**src/rtl/st7789_window_sched_if.sv**
```systemverilog
// Purpose : handshake bundle between a window-write client and the ST7789 window scheduler.
// Latency : none, wires only.
// Backpress: valid/ready on requests, pixels and bytes. abort/busy/done/err are status lines.
// Ports   : req_* (window request), pix_* (RGB565 stream), byte_* (to SPI serializer),
//           abort (cancel), busy/done/err (status). slave = scheduler side, master = client side.
interface st7789_window_sched_if #(
  parameter int C_x_bits = 8,
  parameter int C_y_bits = 8
);
  logic                req_valid;
  logic                req_ready;
  logic [C_x_bits-1:0] req_x0;
  logic [C_x_bits-1:0] req_x1;
  logic [C_y_bits-1:0] req_y0;
  logic [C_y_bits-1:0] req_y1;
  logic                pix_valid;
  logic                pix_ready;
  logic [15:0]         pix_data;
  logic                byte_valid;
  logic                byte_ready;
  logic [7:0]          byte_data;
  logic                byte_dc;
  logic                abort;
  logic                busy;
  logic                done;
  logic                err;

  modport slave (
    input  req_valid, req_x0, req_x1, req_y0, req_y1,
    input  pix_valid, pix_data, byte_ready, abort,
    output req_ready, pix_ready, byte_valid, byte_data, byte_dc,
    output busy, done, err
  );

  modport master (
    output req_valid, req_x0, req_x1, req_y0, req_y1,
    output pix_valid, pix_data, byte_ready, abort,
    input  req_ready, pix_ready, byte_valid, byte_data, byte_dc,
    input  busy, done, err
  );
endinterface

```
**src/rtl/st7789_window_sched.sv**
```systemverilog
// Purpose : turns a window request plus an RGB565 pixel stream into the ST7789 CASET/RASET/RAMWR
//           byte sequence (command bytes dc=0, parameters and pixels dc=1).
// Latency : first byte (0x2A) offered the cycle after acceptance; one byte per accepted cycle after.
// Backpress: byte_data/byte_dc held until byte_ready; pixels only pulled in PIX_LOAD.
// Ports   : clk, resetn (async active-low), bus (slave modport of st7789_window_sched_if).
module st7789_window_sched #(
  parameter int C_x_bits = 8,
  parameter int C_y_bits = 8
) (
  input  logic                  clk,
  input  logic                  resetn,
  st7789_window_sched_if.slave  bus
);
  localparam int CW = C_x_bits + C_y_bits + 1;

  localparam logic [2:0] S_IDLE     = 3'd0;
  localparam logic [2:0] S_HDR      = 3'd1;
  localparam logic [2:0] S_PIX_LOAD = 3'd2;
  localparam logic [2:0] S_PIX_HI   = 3'd3;
  localparam logic [2:0] S_PIX_LO   = 3'd4;

  logic [2:0]          state;
  logic [3:0]          hdr_idx;
  logic [C_x_bits-1:0] x0_q, x1_q;
  logic [C_y_bits-1:0] y0_q, y1_q;
  logic [15:0]         pix_q;
  logic [CW-1:0]       pix_cnt;
  logic                done_q, err_q;

  logic                bad_req, byte_fire;
  logic [C_x_bits:0]   x_span;
  logic [C_y_bits:0]   y_span;
  logic [CW:0]         area;
  logic [7:0]          hdr_byte;
  logic                hdr_dc;

  assign bad_req   = (bus.req_x1 < bus.req_x0) || (bus.req_y1 < bus.req_y0);
  assign byte_fire = bus.byte_valid && bus.byte_ready;

  // Spans carry one extra bit so a full-range window (2^N) does not wrap to zero.
  assign x_span = {1'b0, x1_q} - {1'b0, x0_q} + (C_x_bits+1)'(1);
  assign y_span = {1'b0, y1_q} - {1'b0, y0_q} + (C_y_bits+1)'(1);
  assign area   = (CW+1)'(x_span) * (CW+1)'(y_span);

  // CASET / RASET / RAMWR header, coordinates zero-extended into the low parameter byte.
  always_comb begin
    hdr_byte = 8'h00;
    hdr_dc   = 1'b1;
    case (hdr_idx)
      4'd0:    begin hdr_byte = 8'h2A; hdr_dc = 1'b0; end
      4'd2:    hdr_byte = 8'(x0_q);
      4'd4:    hdr_byte = 8'(x1_q);
      4'd5:    begin hdr_byte = 8'h2B; hdr_dc = 1'b0; end
      4'd7:    hdr_byte = 8'(y0_q);
      4'd9:    hdr_byte = 8'(y1_q);
      4'd10:   begin hdr_byte = 8'h2C; hdr_dc = 1'b0; end
      default: hdr_byte = 8'h00;
    endcase
  end

  // Outputs decode from state only, so reset forces them to idle values immediately.
  always_comb begin
    bus.byte_valid = 1'b0;
    bus.byte_data  = 8'h00;
    bus.byte_dc    = 1'b0;
    case (state)
      S_HDR:    begin bus.byte_valid = 1'b1; bus.byte_data = hdr_byte;    bus.byte_dc = hdr_dc; end
      S_PIX_HI: begin bus.byte_valid = 1'b1; bus.byte_data = pix_q[15:8]; bus.byte_dc = 1'b1;   end
      S_PIX_LO: begin bus.byte_valid = 1'b1; bus.byte_data = pix_q[7:0];  bus.byte_dc = 1'b1;   end
      default:  bus.byte_valid = 1'b0;
    endcase
  end

  assign bus.req_ready = (state == S_IDLE);
  assign bus.pix_ready = (state == S_PIX_LOAD);
  assign bus.busy      = (state != S_IDLE);
  assign bus.done      = done_q;
  assign bus.err       = err_q;

  always_ff @(posedge clk or negedge resetn) begin
    if (!resetn) begin
      state   <= S_IDLE;
      hdr_idx <= 4'd0;
      x0_q    <= '0;
      x1_q    <= '0;
      y0_q    <= '0;
      y1_q    <= '0;
      pix_q   <= 16'h0000;
      pix_cnt <= '0;
      done_q  <= 1'b0;
      err_q   <= 1'b0;
    end else begin
      done_q <= 1'b0;
      err_q  <= 1'b0;
      // Abort wins over everything else; a byte that fires alongside it is simply the last one.
      if (bus.abort && state != S_IDLE) begin
        state   <= S_IDLE;
        hdr_idx <= 4'd0;
        pix_cnt <= '0;
      end else begin
        case (state)
          S_IDLE: begin
            if (bus.req_valid) begin
              x0_q <= bus.req_x0;
              x1_q <= bus.req_x1;
              y0_q <= bus.req_y0;
              y1_q <= bus.req_y1;
              if (bad_req) begin
                err_q <= 1'b1;
              end else begin
                hdr_idx <= 4'd0;
                state   <= S_HDR;
              end
            end
          end
          S_HDR: begin
            if (byte_fire) begin
              if (hdr_idx == 4'd10) begin
                pix_cnt <= area[CW-1:0];
                state   <= S_PIX_LOAD;
              end else begin
                hdr_idx <= hdr_idx + 4'd1;
              end
            end
          end
          S_PIX_LOAD: begin
            if (bus.pix_valid) begin
              pix_q <= bus.pix_data;
              state <= S_PIX_HI;
            end
          end
          S_PIX_HI: begin
            if (byte_fire) state <= S_PIX_LO;
          end
          S_PIX_LO: begin
            if (byte_fire) begin
              pix_cnt <= pix_cnt - CW'(1);
              if (pix_cnt == CW'(1)) begin
                done_q <= 1'b1;
                state  <= S_IDLE;
              end else begin
                state <= S_PIX_LOAD;
              end
            end
          end
          default: state <= S_IDLE;
        endcase
      end
    end
  end
endmodule
```
**src/flat_wrapper.sv**
```systemverilog
// flat-port wrapper written by rule: the top's interface ports become plain ports
module st7789_window_sched_flat 
#(
  parameter int C_x_bits = 8,
  parameter int C_y_bits = 8
)
  (clk, resetn, bus_req_valid, bus_req_x0, bus_req_x1, bus_req_y0, bus_req_y1, bus_pix_valid, bus_pix_data, bus_byte_ready, bus_abort, bus_req_ready, bus_pix_ready, bus_byte_valid, bus_byte_data, bus_byte_dc, bus_busy, bus_done, bus_err);
  st7789_window_sched_if #(.C_x_bits(C_x_bits), .C_y_bits(C_y_bits)) bus_i ();
  input  logic clk;
  input  logic resetn;
  input wire logic [$bits(bus_i.req_valid)-1:0] bus_req_valid;
  input wire logic [$bits(bus_i.req_x0)-1:0] bus_req_x0;
  input wire logic [$bits(bus_i.req_x1)-1:0] bus_req_x1;
  input wire logic [$bits(bus_i.req_y0)-1:0] bus_req_y0;
  input wire logic [$bits(bus_i.req_y1)-1:0] bus_req_y1;
  input wire logic [$bits(bus_i.pix_valid)-1:0] bus_pix_valid;
  input wire logic [$bits(bus_i.pix_data)-1:0] bus_pix_data;
  input wire logic [$bits(bus_i.byte_ready)-1:0] bus_byte_ready;
  input wire logic [$bits(bus_i.abort)-1:0] bus_abort;
  output wire logic [$bits(bus_i.req_ready)-1:0] bus_req_ready;
  output wire logic [$bits(bus_i.pix_ready)-1:0] bus_pix_ready;
  output wire logic [$bits(bus_i.byte_valid)-1:0] bus_byte_valid;
  output wire logic [$bits(bus_i.byte_data)-1:0] bus_byte_data;
  output wire logic [$bits(bus_i.byte_dc)-1:0] bus_byte_dc;
  output wire logic [$bits(bus_i.busy)-1:0] bus_busy;
  output wire logic [$bits(bus_i.done)-1:0] bus_done;
  output wire logic [$bits(bus_i.err)-1:0] bus_err;
  assign bus_i.req_valid = bus_req_valid;
  assign bus_i.req_x0 = bus_req_x0;
  assign bus_i.req_x1 = bus_req_x1;
  assign bus_i.req_y0 = bus_req_y0;
  assign bus_i.req_y1 = bus_req_y1;
  assign bus_i.pix_valid = bus_pix_valid;
  assign bus_i.pix_data = bus_pix_data;
  assign bus_i.byte_ready = bus_byte_ready;
  assign bus_i.abort = bus_abort;
  assign bus_req_ready = bus_i.req_ready;
  assign bus_pix_ready = bus_i.pix_ready;
  assign bus_byte_valid = bus_i.byte_valid;
  assign bus_byte_data = bus_i.byte_data;
  assign bus_byte_dc = bus_i.byte_dc;
  assign bus_busy = bus_i.busy;
  assign bus_done = bus_i.done;
  assign bus_err = bus_i.err;
  st7789_window_sched #(.C_x_bits(C_x_bits), .C_y_bits(C_y_bits)) u_core (.clk(clk), .resetn(resetn), .bus(bus_i));
endmodule
```
**config.mk**
```make
export PLATFORM = sky130hd
export DESIGN_NAME = st7789_window_sched_flat
export DESIGN_NICKNAME = d
export VERILOG_FILES = /design/src/rtl/st7789_window_sched_if.sv /design/src/rtl/st7789_window_sched.sv /design/src/flat_wrapper.sv
export SDC_FILE = /design/constraint.sdc
export NUM_CORES = 1
export LEC_CHECK = 0
export ABC_AREA = 1
export CELL_PAD_IN_SITES_DETAIL_PLACEMENT = 0
export CELL_PAD_IN_SITES_GLOBAL_PLACEMENT = 2
export CORE_ASPECT_RATIO = 1.4
export CORE_MARGIN = 8
export CORE_UTILIZATION = 39
export CTS_BUF_LIST = sky130_fd_sc_hd__clkbuf_4 sky130_fd_sc_hd__clkbuf_8
export CTS_CLUSTER_SIZE = 16
export DETAILED_ROUTE_END_ITERATION = 6
export PLACE_DENSITY_LB_ADDON = 0.1
export SLEW_MARGIN = 20
export SYNTH_ARGS = -nofsm -noshare
export SYNTH_HDL_FRONTEND = slang
export SYNTH_SLANG_ARGS = --single-unit
```
**constraint.sdc**
```tcl
create_clock -name clk -period 15.6 [get_ports clk]
set_clock_uncertainty 0.1 [all_clocks]
set_input_delay 1.56 -clock clk [delete_from_list [all_inputs] [get_ports clk]]
set_output_delay 1.56 -clock clk [all_outputs]
set_load 0.02 [all_outputs]
```
==> Word-level counts from Yosys, hierarchy flattened <==
Cells that the tools add are included.
{ "totals": {"ff_bits": 74, "in_bits": 54, "output_inout_bits": 15} }
{ "classes": {"addsub": 6, "multipliers": 1, "n_lt_le_gt_ge": 2, "n_eq_ne": 19, "muxes": 34, "bitwise_logic": 1, "n_reduce_logical": 16} }
{ "op_table": {"columns": ["operator", "count"], "rows": [
  ["$mux 17", 4],
  ["$pmux 8 s7", 1],
  ["$pmux 17 s2", 1],
  ["$mux 3", 8],
  ["$pmux 8 s3", 1],
  ["$mux 4", 5],
  ["$add 9x1->9 const B", 2],
  ["$sub 8x8->9", 2],
  ["$eq 17x1->1 const B", 1],
  ["$mul 9x9->17", 1],
  ["$sub 17x1->17 const B", 1],
  ["$lt 8x8->1", 2],
  ["$pmux 3 s5", 1],
  ["$eq 4x3->1 const B", 3],
  ["$ne 3x1->1 const B", 4],
  ["$mux 1", 10],
  ["$ne 3x2->1 const B", 3],
  ["$reduce_bool 3->1", 3],
  ["$eq 4x4->1 const B", 2],
  ["$pmux 4 s2", 1],
  ["$reduce_and 7->1", 1],
  ["$eq 3x2->1 const B", 2],
  ["$reduce_and 3->1", 2],
  ["$reduce_or 3->1", 2],
  ["15 further kinds", 16]
]} }

==> Depth between registers and ports, before layout <==
Gate-level depths: netlist (run 1).
{ "logic_depth": {"ltp_word": 7, "ltp_mapped": 34} }

==> Worst setup path after synthesis (run 1) <==
OpenSTA, ideal clock, no wires.
{ "synth_path": {"path_kind": "reg-to-reg", "start": "reg u_core.y0_q[1]", "end": "reg u_core.pix_cnt[12]", "setup_time_ps": 127, "arrival_ps": 5450, "path_slack_ps": 9924, "stages_incl_launch_ff": 29, "path_buffers": 0, "synth_period_minus_slack_ps": 5676, "path_cell_list": "dfrtp_1 ha_1 inv_1 ha_1 fa_1 nand3_1 nand2_1 nand2_1 nand2_1 a21oi_1 xor2_1 inv_1 nand2_1 fa_1 fa_1 inv_1 fa_1 inv_1 fa_1 inv_1 ha_1 inv_1 nor3_1 nand2_1 nand3_1 xor2_1 nand2_1 o211ai_1 o21ai_1"} }
{ "synth_via": {"elab_chain_cells": 7} }
{ "synth_lines": {"columns": ["item", "line", "text"], "rows": [
  ["start, declared", "st7789_window_sched.sv:25", "logic [C_y_bits-1:0] y0_q, y1_q;"],
  ["start signal, assigned", "st7789_window_sched.sv:106", "y0_q <= bus.req_y0;"],
  ["$sub 8x8->9", "st7789_window_sched.sv:42", "assign y_span = {1'b0, y1_q} - {1'b0, y0_q} + (C_y_bits+1)'(1);"],
  ["$add 9x1->9", "st7789_window_sched.sv:42", null],
  ["$mul 9x9->17", "st7789_window_sched.sv:43", "assign area = (CW+1)'(x_span) * (CW+1)'(y_span);"],
  ["$mux 17", "st7789_window_sched.sv:118", "if (hdr_idx == 4'd10) begin"],
  ["$mux 17", "st7789_window_sched.sv:117", "if (byte_fire) begin"],
  ["$pmux 17 s2", "st7789_window_sched.sv:101", "case (state)"],
  ["$mux 17", "st7789_window_sched.sv:96", "if (bus.abort && state != S_IDLE) begin"],
  ["end signal, assigned", "st7789_window_sched.sv:119", "pix_cnt <= area[CW-1:0];"],
  ["end signal, assigned", "st7789_window_sched.sv:137", "pix_cnt <= pix_cnt - CW'(1);"],
  ["end, declared", "st7789_window_sched.sv:27", "logic [CW-1:0] pix_cnt;"]
]} }
Every way passes these cells. The select of a mux whose other input is x is not followed.
A chain may end at the register's enable or synchronous reset.

==> Worst setup path after layout (run 1) <==
Same ends and word-level chain as after synthesis.

==> metrics.md, run 1 <==
| Metric | Value |
|---|---|
| Fill cell count | 2041 |
| Std-Cell Core Area | 19200 um^2 |
| CP arrival | 6.53 ns |
| Worst Path Buf+Inv | 6 |
| Worst hold margin | 0.388 ns |
| Number of standard cells after synthesis | 985 |
| Max FO, Critical Path | 7 |
| Via count of the first global-routing pass | 6708 |
| Synthesized area per cell | 7.76 um^2 |
| Wire length of the first global-routing pass | 33400 um |
| Cell area after synthesis | 7640 um^2 |
| Floorplan row count | 60 |
| Antenna violations before repair | 0 |
| Number of failing setup endpoints in the final timing report | 0 |
| Sequential area share after synthesis | 24.2% |
| Post-CTS clock slew at the launch and capture registers of the worst setup and hold paths | 0.10 ns |
| Insertion delay to the later sink of the worst-skew pair | 0.38 ns |
| Final critical-path share of the clock period | 40.9% |
| Worst EP required | 15.74 ns |
| Total of max-cap violations | 0 |
| Highest cell delay on the worst timing path | 0.55 ns |
| Clk Tree Root Cell | sky130_fd_sc_hd__clkbuf_8 |
| Post-synthesis register bit count | 74 |
| Area of the die | 24400 um^2 |
| Outcome | finished, final reports clean |
| Library cell contributing the largest single delay on the critical path | sky130_fd_sc_hd__fa_1 |
| Die X | 134 um |
| Clock sink count | 74 |
| Post-layout minimum cycle time | 6.39 ns |
| Final hold vios | 0 |
| # Post-CTS Setup Buffers | 0 |
| Iter 0 DRT Violations | 335 |
| Delay-heaviest family, CP | adder cells |
| Total global-route track usage | 17.3% |
| RSZ-0062 raised after global routing | false |
| Synth warnings | 0 |
| Worst-case headroom to the max-slew limit | 36.9% |
| Class of the most critical hold timing path | register to register |
| Count of buffers from port buffering | 68 |
| Number of nets in the synthesized netlist | 1176 |
| Initial standard-cell utilization of the core | 39.8% |
| WS Path Type | register to register |
| Peak clock frequency supported by timing | 0.157 GHz |
| Pin count of the biggest net entering global routing | 68 |
| Die H | 182 um |
| Fraction of layout instances using a drive strength above 1 | 7.95% |
| Io pins | 69 |
| Fin nets | 1242 |
| Total negative setup slack | 0 ns |
| Grt ovf | 0 |
| Share of the synthesized area in the top cell type | 24.2% |
| Hpwl dp | 16600 um |
| Syn-to-layout area delta | 14.8% |
| Gates resized, CTS repair | 0 |
| Number of antenna repair diodes | 0 |
| Number of distinct library cell variants in the gate-level netlist after synthesis | 44 |
| Category of the worst setup path capture point | register |
| Deepest clock path buffer count | 2 |
| Routed Antenna Nets | 0 |
| Kind of start point of the critical path | register |
| Area contributors post-synth | sky130_fd_sc_hd__dfrtp_1 24%, sky130_fd_sc_hd__ha_1 14%, sky130_fd_sc_hd__fa_1 13% |
| Via count | 6358 |
| Total clock buffers created by CTS | 9 |
| Worst Tran Pin Value | 0.947 ns |
| WL/cell | 15.5 um |
| Max-slew violations | 0 |
| Post-detailed-routing wire length | 20200 um |
| TritonCTS clock tree | yes |
| Post-synthesis cell type with the largest combined area | sky130_fd_sc_hd__dfrtp_1 |
| Detailed-route vias per instance | 4.88 |
| Total iterations of the first detailed-routing run | 4 |
| Post-detailed-route DRC marker count | 0 |
| H-tree depth reported by CTS | 3 |
| CTS hold repair buffers | 0 |
| Placer's final routability congestion estimate | 0.854 |
-- cell type report --
type / count / area (um^2) / share of cell area, %
inverter: 201 / 754 / 8.60
sequential: 74 / 1850 / 21.1
tap: 248 / 310 / 3.54
clock buffer: 10 / 131 / 1.50
clock inverter: 6 / 65.1 / 0.741
multi-input combinational: 695 / 4970 / 56.6
timing repair buffer: 70 / 693 / 7.90
-- sequential cells by signal (all words and copies together), names as in the netlist --
name and cells:
u_core.pix_cnt 17, u_core.pix_q 16, u_core.x0_q 8, u_core.x1_q 8, u_core.y0_q 8, u_core.y1_q 8
u_core.hdr_idx 4, u_core.state 3, u_core.bus.done 1, u_core.bus.err 1
-- worst register-to-register path, delay by kind of cell, from the launching register on --
family	cells	cell delay [ns]
AO/OA/AOI/OAI	3	0.35
buffers and inverters	6	0.45
XOR/XNOR	2	0.69
adder cells (fa/ha/maj)	8	3.27
AND/OR/NAND/NOR	9	0.97
flip-flops	1	0.41
-- synthesized netlist by cell type (all sizes together) --
library cell	count
a31oi	2
o21ai	60
or2	2
mux2	28
fa	51
nor4	2
xor2	14
dfrtp	74
o211ai	5
o31a	1
o21bai	1
nor3	10
o31ai	2
nand3b	2
inv	201
nand4	4
a221oi	1
o21a	1
a31o	1
nor2	87
o2111ai	2
ha	86
and3	1
nand3	51
a21oi	39
o22ai	13
buf	6
nand2	221
clkbuf	9
xnor2	8
-- path summary, 6_finish.rpt --
| check | end | startpoint | slack, ns | depth (start not counted) |
|---|---|---|---|---|
| min | u_core.x0_q[0] | u_core.x0_q[0] | 0.39 | 2 |
| max in group asynchronous | u_core.pix_cnt[13] | resetn | 13.36 | 2 |
| max | u_core.pix_cnt[12] | u_core.y0_q[1] | 9.21 | 28 |
| min in group asynchronous | u_core.y0_q[7] | resetn | 0.88 | 1 |
| min reg2reg | u_core.x0_q[0] | u_core.x0_q[0] | 0.39 | 2 |
| max reg2reg | u_core.pix_cnt[12] | u_core.y0_q[1] | 9.21 | 28 |
-- routing by layer --
| metal | track usage, % | vias up | part of all wire, % |
|---|---|---|---|
| met2 | 32.5 | 87 | 54 |
| met4 | 6.08 | 0 | 2.6 |
| met1 | 19.4 | 3003 | 42 |
| met3 | 2.02 | 29 | 1.4 |
| met5 | 0 | - | 0 |
| li1 | - | 3239 | - |
-- per-stage QoR --
stage / instances / utilization, % / worst slack, ns / area, um^2
3_5_place_dp: 1288 / 44.6 / 9.20 / 8580
2_1_floorplan: 985 / - / 9.92 / 7640
4_1_cts: 1304 / 45.7 / 9.15 / 8780
3_3_place_gp: 1288 / 44.6 / 9.18 / 8580
5_1_grt: 1304 / 45.7 / 8.64 / 8780
6_report: 1304 / 45.7 / 9.21 / 8780
-- cells in the final DEF (no fill, tap or decap), types with 4 or more instances in the layout --
cell | Yosys | layout
sky130_fd_sc_hd__a21oi_1 | 37 | 37
sky130_fd_sc_hd__clkbuf_8 | 0 | 9
sky130_fd_sc_hd__clkdlybuf4s50_1 | 0 | 67
sky130_fd_sc_hd__dfrtp_1 | 74 | 74
sky130_fd_sc_hd__fa_1 | 51 | 51
sky130_fd_sc_hd__ha_1 | 86 | 86
sky130_fd_sc_hd__inv_1 | 192 | 192
sky130_fd_sc_hd__inv_2 | 9 | 9
sky130_fd_sc_hd__mux2_2 | 28 | 28
sky130_fd_sc_hd__nand2_1 | 214 | 214
sky130_fd_sc_hd__nand2_2 | 6 | 6
sky130_fd_sc_hd__nand3_1 | 47 | 47
sky130_fd_sc_hd__nand4_1 | 4 | 4
sky130_fd_sc_hd__nor2_1 | 78 | 78
sky130_fd_sc_hd__nor2_2 | 5 | 5
sky130_fd_sc_hd__nor3_1 | 8 | 8
sky130_fd_sc_hd__o211ai_1 | 5 | 5
sky130_fd_sc_hd__o21ai_0 | 55 | 55
sky130_fd_sc_hd__o21ai_1 | 5 | 5
sky130_fd_sc_hd__o22ai_1 | 12 | 12
sky130_fd_sc_hd__xnor2_1 | 8 | 8
sky130_fd_sc_hd__xor2_1 | 14 | 14
-- kinds of logic (layout without fill, tap and decap cells) --
family | Yosys count | after routing | share of synthesized area [%]
AOI/OAI and AO/OA | 128 | 128 | 9.35
xor gates and xnor gates | 22 | 22 | 2.52
adders and majority gates | 137 | 137 | 27.4
buffers and inverters | 216 | 287 | 10.7
DFF | 74 | 74 | 24.2
muxes | 28 | 28 | 4.13
and+or+nand+nor | 380 | 380 | 21.6
Power of run 1 is not shown: default switching activity piles up to over one toggle a cycle in this logic, so the estimate is an artifact.
==> inputs of run 2 (changes only) <==
--- a/config.mk
+++ b/config.mk
@@ -10,7 +10,7 @@
 export CELL_PAD_IN_SITES_GLOBAL_PLACEMENT = 2
 export CORE_ASPECT_RATIO = 1.4
 export CORE_MARGIN = 8
-export CORE_UTILIZATION = 39
+export CORE_UTILIZATION = 32
 export CTS_BUF_LIST = sky130_fd_sc_hd__clkbuf_4 sky130_fd_sc_hd__clkbuf_8
 export CTS_CLUSTER_SIZE = 16
 export DETAILED_ROUTE_END_ITERATION = 6
==> constraint.sdc (replaced) <==
create_clock -name clk -period 5.5 [get_ports clk]
set_clock_uncertainty 0.1 [all_clocks]
set_input_delay 0.55 -clock clk [delete_from_list [all_inputs] [get_ports clk]]
set_output_delay 0.55 -clock clk [all_outputs]
set_load 0.02 [all_outputs]
==> metrics.md, run 2 (synthesis gave the netlist of run 1 again) <==
| Metric | Value |
|---|---|
| Insertion delay to the later sink of the worst-skew pair | 0.38 ns |
| Antenna violations before repair | 0 |
| Clk Tree Root Cell | sky130_fd_sc_hd__clkbuf_8 |
| Worst setup slack for register-to-register paths | -0.04 ns |
| Die X | 147 um |
| WS Path Type | register to register |
| Total global-route track usage | 16.0% |
| Reg-to-reg startpoint | u_core.y0_q[1] |
| Fin nets | 1368 |
| Routed Antenna Nets | 0 |
| Worst Tran Pin Value | 0.803 ns |
| Final hold vios | 0 |
| Post-detailed-routing wire length | 22500 um |
| Total of max-cap violations | 0 |
| Number of antenna repair diodes | 0 |
| Final critical-path share of the clock period | 101% |
| Worst EP required | 5.65 ns |
| Post-CTS clock slew at the launch and capture registers of the worst setup and hold paths | 0.10 ns |
| Timing startpoint of the critical path | u_core.y0_q[1] |
| Number of failing setup endpoints in the final timing report | 1 |
| Area of the multi-input gates | 5440 um^2 |
| RSZ-0062 raised after global routing | true |
| Placer's final routability congestion estimate | 0.844 |
| Post-detailed-route DRC marker count | 0 |
| Top Metal Used | met4 |
| Std-Cell Core Area | 23700 um^2 |
| Grt ovf | 0 |
| Detailed-route vias per instance | 4.57 |
| Worst-case headroom to the max-slew limit | 46.5% |
| Register ranked first by flip-flop count | u_core.pix_cnt |
| Peak clock frequency supported by timing | 0.181 GHz |
| H-tree depth reported by CTS | 3 |
| Violated checks | setup timing |
| Wire length of the first global-routing pass | 36700 um |
| Fill cell count | 2511 |
| Util after Layout | 43.6% |
| Io pins | 69 |
| Iter 0 DRT Violations | 228 |
| Final setup margin | -0.0388 ns |
| Kind of start point of the critical path | register |
| Via count | 6816 |
| WL/cell | 15.1 um |
| Biggest registers after layout | u_core.pix_cnt x17, u_core.pix_q x16 |
| Flip-flop and latch area | 1850 um^2 |
| Area of the die | 29200 um^2 |
| Leading cell type in the layout, fill and taps excluded | sky130_fd_sc_hd__nand2_1 |
| Deepest clock path buffer count | 2 |
| Floorplan row count | 67 |
| Category of the worst setup path capture point | register |
| Library cell contributing the largest single delay on the critical path | sky130_fd_sc_hd__fa_1 |
| CTS hold repair buffers | 0 |
| Met2 wirelength from detailed routing | 12300 um |
| Syn-to-layout area delta | 35.4% |
| Clock sink count | 74 |
| Max FO, Critical Path | 4 |
| Total iterations of the first detailed-routing run | 4 |
| Post-layout minimum cycle time | 5.54 ns |
| Highest cell delay on the worst timing path | 0.51 ns |
| Total clock buffers created by CTS | 9 |
| Final non-filler cell area | 10300 um^2 |
| Pin count of the biggest net entering global routing | 75 |
| Number of flip-flops in the largest register | 17 |
| Post-place instance area | 9510 um^2 |
| Leading cell types in the layout, fill and taps excluded | 198 x sky130_fd_sc_hd__nand2_1, 170 x sky130_fd_sc_hd__inv_1, 122 x sky130_fd_sc_hd__buf_4, 74 x sky130_fd_sc_hd__dfrtp_1, 71 x sky130_fd_sc_hd__ha_1 |
| Via count of the first global-routing pass | 7295 |
| CP arrival | 5.69 ns |
| Fraction of layout instances using a drive strength above 1 | 25.5% |
| Count of buffers from port buffering | 68 |
| Initial standard-cell utilization of the core | 32.2% |
| Routed length on met1 | 9180 um |
| Max-slew violations | 0 |
| TritonCTS clock tree | yes |
| Die H | 199 um |
| Outcome | finished, violations left |
| Met3 Wirelength | 318 um |
| Hpwl dp | 18600 um |
| Class of the most critical hold timing path | input port to async pin |
## run 2: cell types whose count changed in the layout (fill, tap and decap cells not counted), moves of 8 or more
cell / delta
sky130_fd_sc_hd__ha_1: -15
sky130_fd_sc_hd__ha_4: +14
sky130_fd_sc_hd__nand2_2: +11
sky130_fd_sc_hd__inv_2: +16
sky130_fd_sc_hd__nand2_1: -16
sky130_fd_sc_hd__a21oi_1: -10
sky130_fd_sc_hd__buf_4: +119
sky130_fd_sc_hd__inv_1: -22
sky130_fd_sc_hd__nor2_1: -8
## run 2: through the flow
| stage | instances | worst slack, ns | TNS (ns) | hold WS [ns] |
|---|---|---|---|---|
| global route | 1492 | -0.366 | -2.17 | 0.0911 |
| floorplan | 985 | 0.000458 | 0 | 0.154 |
| finish | 1492 | -0.0388 | -0.0388 | 0.0385 |
| CTS | 1486 | -0.0799 | -0.200 | 0.267 |
| detailed placement | 1458 | -0.439 | -3.04 | 0.374 |
| global placement | 1458 | -0.392 | -2.61 | 0.367 |
## run 2: routing by layer
metal	GRT usage [%]	up-vias
met5	0	-
met4	6.70	0
met3	1.80	31
met2	30.8	88
met1	17.3	3205
li1	-	3492
## run 2: cell type report
class,count,share of cell area [%]
inverters,201,7.44
flip-flops and latches,74,17.9
clock buffers,10,1.33
well taps,310,3.75
clock inverters,6,0.943
multi-input cells,695,52.6
repair buffers,196,16.1
## run 2: path summary, 6_finish.rpt
kind / depth (start not counted) / to
setup reg to reg: 27 / u_core.pix_cnt[12]
max in group asynchronous: 1 / u_core.y0_q[6]
hold reg to reg: 2 / u_core.x0_q[6]
setup / recovery: 27 / u_core.pix_cnt[12]
hold / removal: 1 / u_core.pix_cnt[14]
min in group clk: 2 / u_core.x0_q[6]
## run 2: worst max-delay path, delay by kind of cell, from the launching register on
kind / cells / cell delay (ns)
AOI/OAI and AO/OA: 3 / 0.34
and+or+nand+nor: 10 / 0.82
buffers and inverters: 4 / 0.29
DFF: 1 / 0.42
adders and majority gates: 8 / 3.05
xor gates and xnor gates: 2 / 0.35
## run 2: timing repair
| action | CTS | global route |
|---|---|---|
| buffers inserted | 12 | 7 |
| pin swaps | 55 | 27 |
| endpoints found under the hold margin | 0 | 0 |
| resized for setup | 69 | 47 |
| endpoints found under the setup margin | 9 | 10 |
Power of run 2 is left out for the same reason.
==> inputs of run 3 (changes only) <==
--- a/config.mk
+++ b/config.mk
@@ -15,6 +15,7 @@
 export CTS_CLUSTER_SIZE = 16
 export DETAILED_ROUTE_END_ITERATION = 6
 export PLACE_DENSITY_LB_ADDON = 0.1
+export SETUP_SLACK_MARGIN = 0.4
 export SLEW_MARGIN = 20
 export SYNTH_ARGS = -nofsm -noshare
 export SYNTH_HDL_FRONTEND = slang
==> constraint.sdc (replaced) <==
create_clock -name clk -period 5.5 [get_ports clk]
set_clock_uncertainty 0.1 [all_clocks]
set_input_delay 1.1 -clock clk [delete_from_list [all_inputs] [get_ports clk]]
set_output_delay 1.1 -clock clk [all_outputs]
set_load 0.02 [all_outputs]
==> metrics.md, run 3 (synthesis gave the netlist of run 1 again) <==
| Metric | Value |
|---|---|
| TritonCTS clock tree | yes |
| Violated checks | setup timing |
| Register ranked first by flip-flop count | u_core.pix_cnt |
| Total clock buffers created by CTS | 9 |
| Iter 0 DRT Violations | 236 |
| Post-detailed-route DRC marker count | 0 |
| Clk Tree Root Cell | sky130_fd_sc_hd__clkbuf_8 |
| Count of buffers from port buffering | 68 |
| Initial standard-cell utilization of the core | 32.2% |
| Die X | 147 um |
| Post-layout minimum cycle time | 5.58 ns |
| Final hold vios | 0 |
| Outcome | finished, violations left |
| Wire length of the first global-routing pass | 36000 um |
| Max FO, Critical Path | 4 |
| Gr busiest metal | met2 |
| CTS hold repair buffers | 0 |
| Area of the die | 29200 um^2 |
| Floorplan row count | 67 |
| Global routing met3 resource utilization | 1.93% |
| Post-detailed-routing wire length | 22100 um |
| Routed Antenna Nets | 0 |
| Post-CTS clock slew at the launch and capture registers of the worst setup and hold paths | 0.09 ns |
| Final critical-path share of the clock period | 101% |
| Max-slew violations | 0 |
| GR met1 Demand/Resource | 17.4% |
| Insertion delay to the later sink of the worst-skew pair | 0.38 ns |
| Total global-route track usage | 15.7% |
| Io pins | 69 |
| WS Path Type | register to register |
| Std-Cell Core Area | 23700 um^2 |
| RSZ-0062 raised after global routing | true |
| Worst hold margin | 0.390 ns |
| Fraction of layout instances using a drive strength above 1 | 26.0% |
| Met2 layer usage reported by global route | 29.6% |
| Util after Layout | 43.1% |
| Total iterations of the first detailed-routing run | 4 |
| Syn-to-layout area delta | 33.9% |
| Pin count of the biggest net entering global routing | 53 |
| Deepest clock path buffer count | 2 |
| Worst EP required | 5.65 ns |
| Biggest registers after layout | u_core.pix_cnt x17, u_core.pix_q x16 |
| Number of antenna repair diodes | 0 |
| Grt ovf | 0 |
| Detailed-route vias per instance | 4.55 |
| H-tree depth reported by CTS | 3 |
| Clock sink count | 74 |
| Die H | 199 um |
| Worst-case headroom to the max-slew limit | 54.5% |
| Highest cell delay on the worst timing path | 0.56 ns |
| Number of flip-flops in the largest register | 17 |
| Library cell contributing the largest single delay on the critical path | sky130_fd_sc_hd__fa_1 |
| Final setup margin | -0.0800 ns |
| Antenna violations before repair | 0 |
| Placer's final routability congestion estimate | 0.843 |
| WL/cell | 15.1 um |
| Via count | 6651 |
| Category of the worst setup path capture point | register |
| Hpwl dp | 18500 um |
| Total of max-cap violations | 0 |
| Kind of start point of the critical path | register |
| Worst Tran Pin Value | 0.680 ns |
| Fin nets | 1339 |
| Number of failing setup endpoints in the final timing report | 3 |
| Class of the most critical hold timing path | register to register |
| Peak clock frequency supported by timing | 0.179 GHz |
| Leading cell types in the layout, fill and taps excluded | 193 x sky130_fd_sc_hd__nand2_1, 166 x sky130_fd_sc_hd__inv_1, 93 x sky130_fd_sc_hd__buf_4, 74 x sky130_fd_sc_hd__dfrtp_1, 68 x sky130_fd_sc_hd__nor2_1 |
| Leading cell type in the layout, fill and taps excluded | sky130_fd_sc_hd__nand2_1 |
| Via count of the first global-routing pass | 7072 |
| Most used cell, CP | sky130_fd_sc_hd__inv_2 |
| CP arrival | 5.73 ns |
-- run 3: cell types whose count changed in the layout (fill, tap and decap cells not counted), sizes merged --
cell / change
buf: -29
clkbuf: -1
clkinv: -2
bufinv: -1
inv: +2
clkinvlp: +2
-- run 3: cell type report --
class	instances	area [um^2]
Clock buffer	9	124
Clock inverter	7	82.6
Multi-Input combinational cell	695	5560
Fill cell	2504	13500
Inverter	201	772
Tap cell	310	388
Sequential cell	74	1850
Timing Repair Buffer	167	1460
-- run 3: timing repair --
item                       CTS  global route
gates resized for setup     46            68
setup endpoints to repair   11            12
pin swaps                   47            57
buffers inserted            13             9
-- run 3: metrics by stage --
step / std cells / instance area [um^2] / TNS, ns / worst slack (ns)
after floorplan: 985 / 7800 / 0 / 0.212
after global placement: 1425 / 9380 / -1.33 / -0.274
after detailed placement: 1425 / 9380 / -1.64 / -0.274
after CTS: 1454 / 9870 / -0.418 / -0.106
after global routing: 1463 / 10200 / -2.03 / -0.310
final: 1463 / 10200 / -0.165 / -0.0800
-- run 3: routing by layer --
metal | routed length, um | up-vias | share of wire (%)
li1 | - | 3438 | -
met1 | 8990 | 3119 | 41
met2 | 12100 | 69 | 55
met3 | 345 | 25 | 1.6
met4 | 721 | 0 | 3.3
met5 | 0 | - | 0
-- run 3: final timing paths --
| check | slack (ns) | from | endpoint | depth (start not counted) |
|---|---|---|---|---|
| setup / recovery | -0.08 | u_core.x1_q[1] | u_core.pix_cnt[12] | 30 |
| hold / removal | 0.39 | u_core.x0_q[0] | u_core.x0_q[0] | 2 |
| setup reg to reg | -0.08 | u_core.x1_q[1] | u_core.pix_cnt[12] | 30 |
| hold reg to reg | 0.39 | u_core.x0_q[0] | u_core.x0_q[0] | 2 |
| max in group asynchronous | 3.79 | resetn | u_core.x1_q[1] | 2 |
| min in group asynchronous | 0.61 | resetn | u_core.y0_q[7] | 1 |
-- run 3: worst max-delay path, delay by kind of cell (launching register included) --
| kind | cells | cell delay [ns] |
|---|---|---|
| AO/OA/AOI/OAI | 4 | 0.37 |
| XOR/XNOR | 2 | 0.29 |
| adder cells (fa/ha/maj) | 8 | 3.09 |
| buffers and inverters | 9 | 0.59 |
| flip-flops | 1 | 0.38 |
| AND/OR/NAND/NOR | 7 | 0.63 |
Power of run 3 is left out for the same reason.
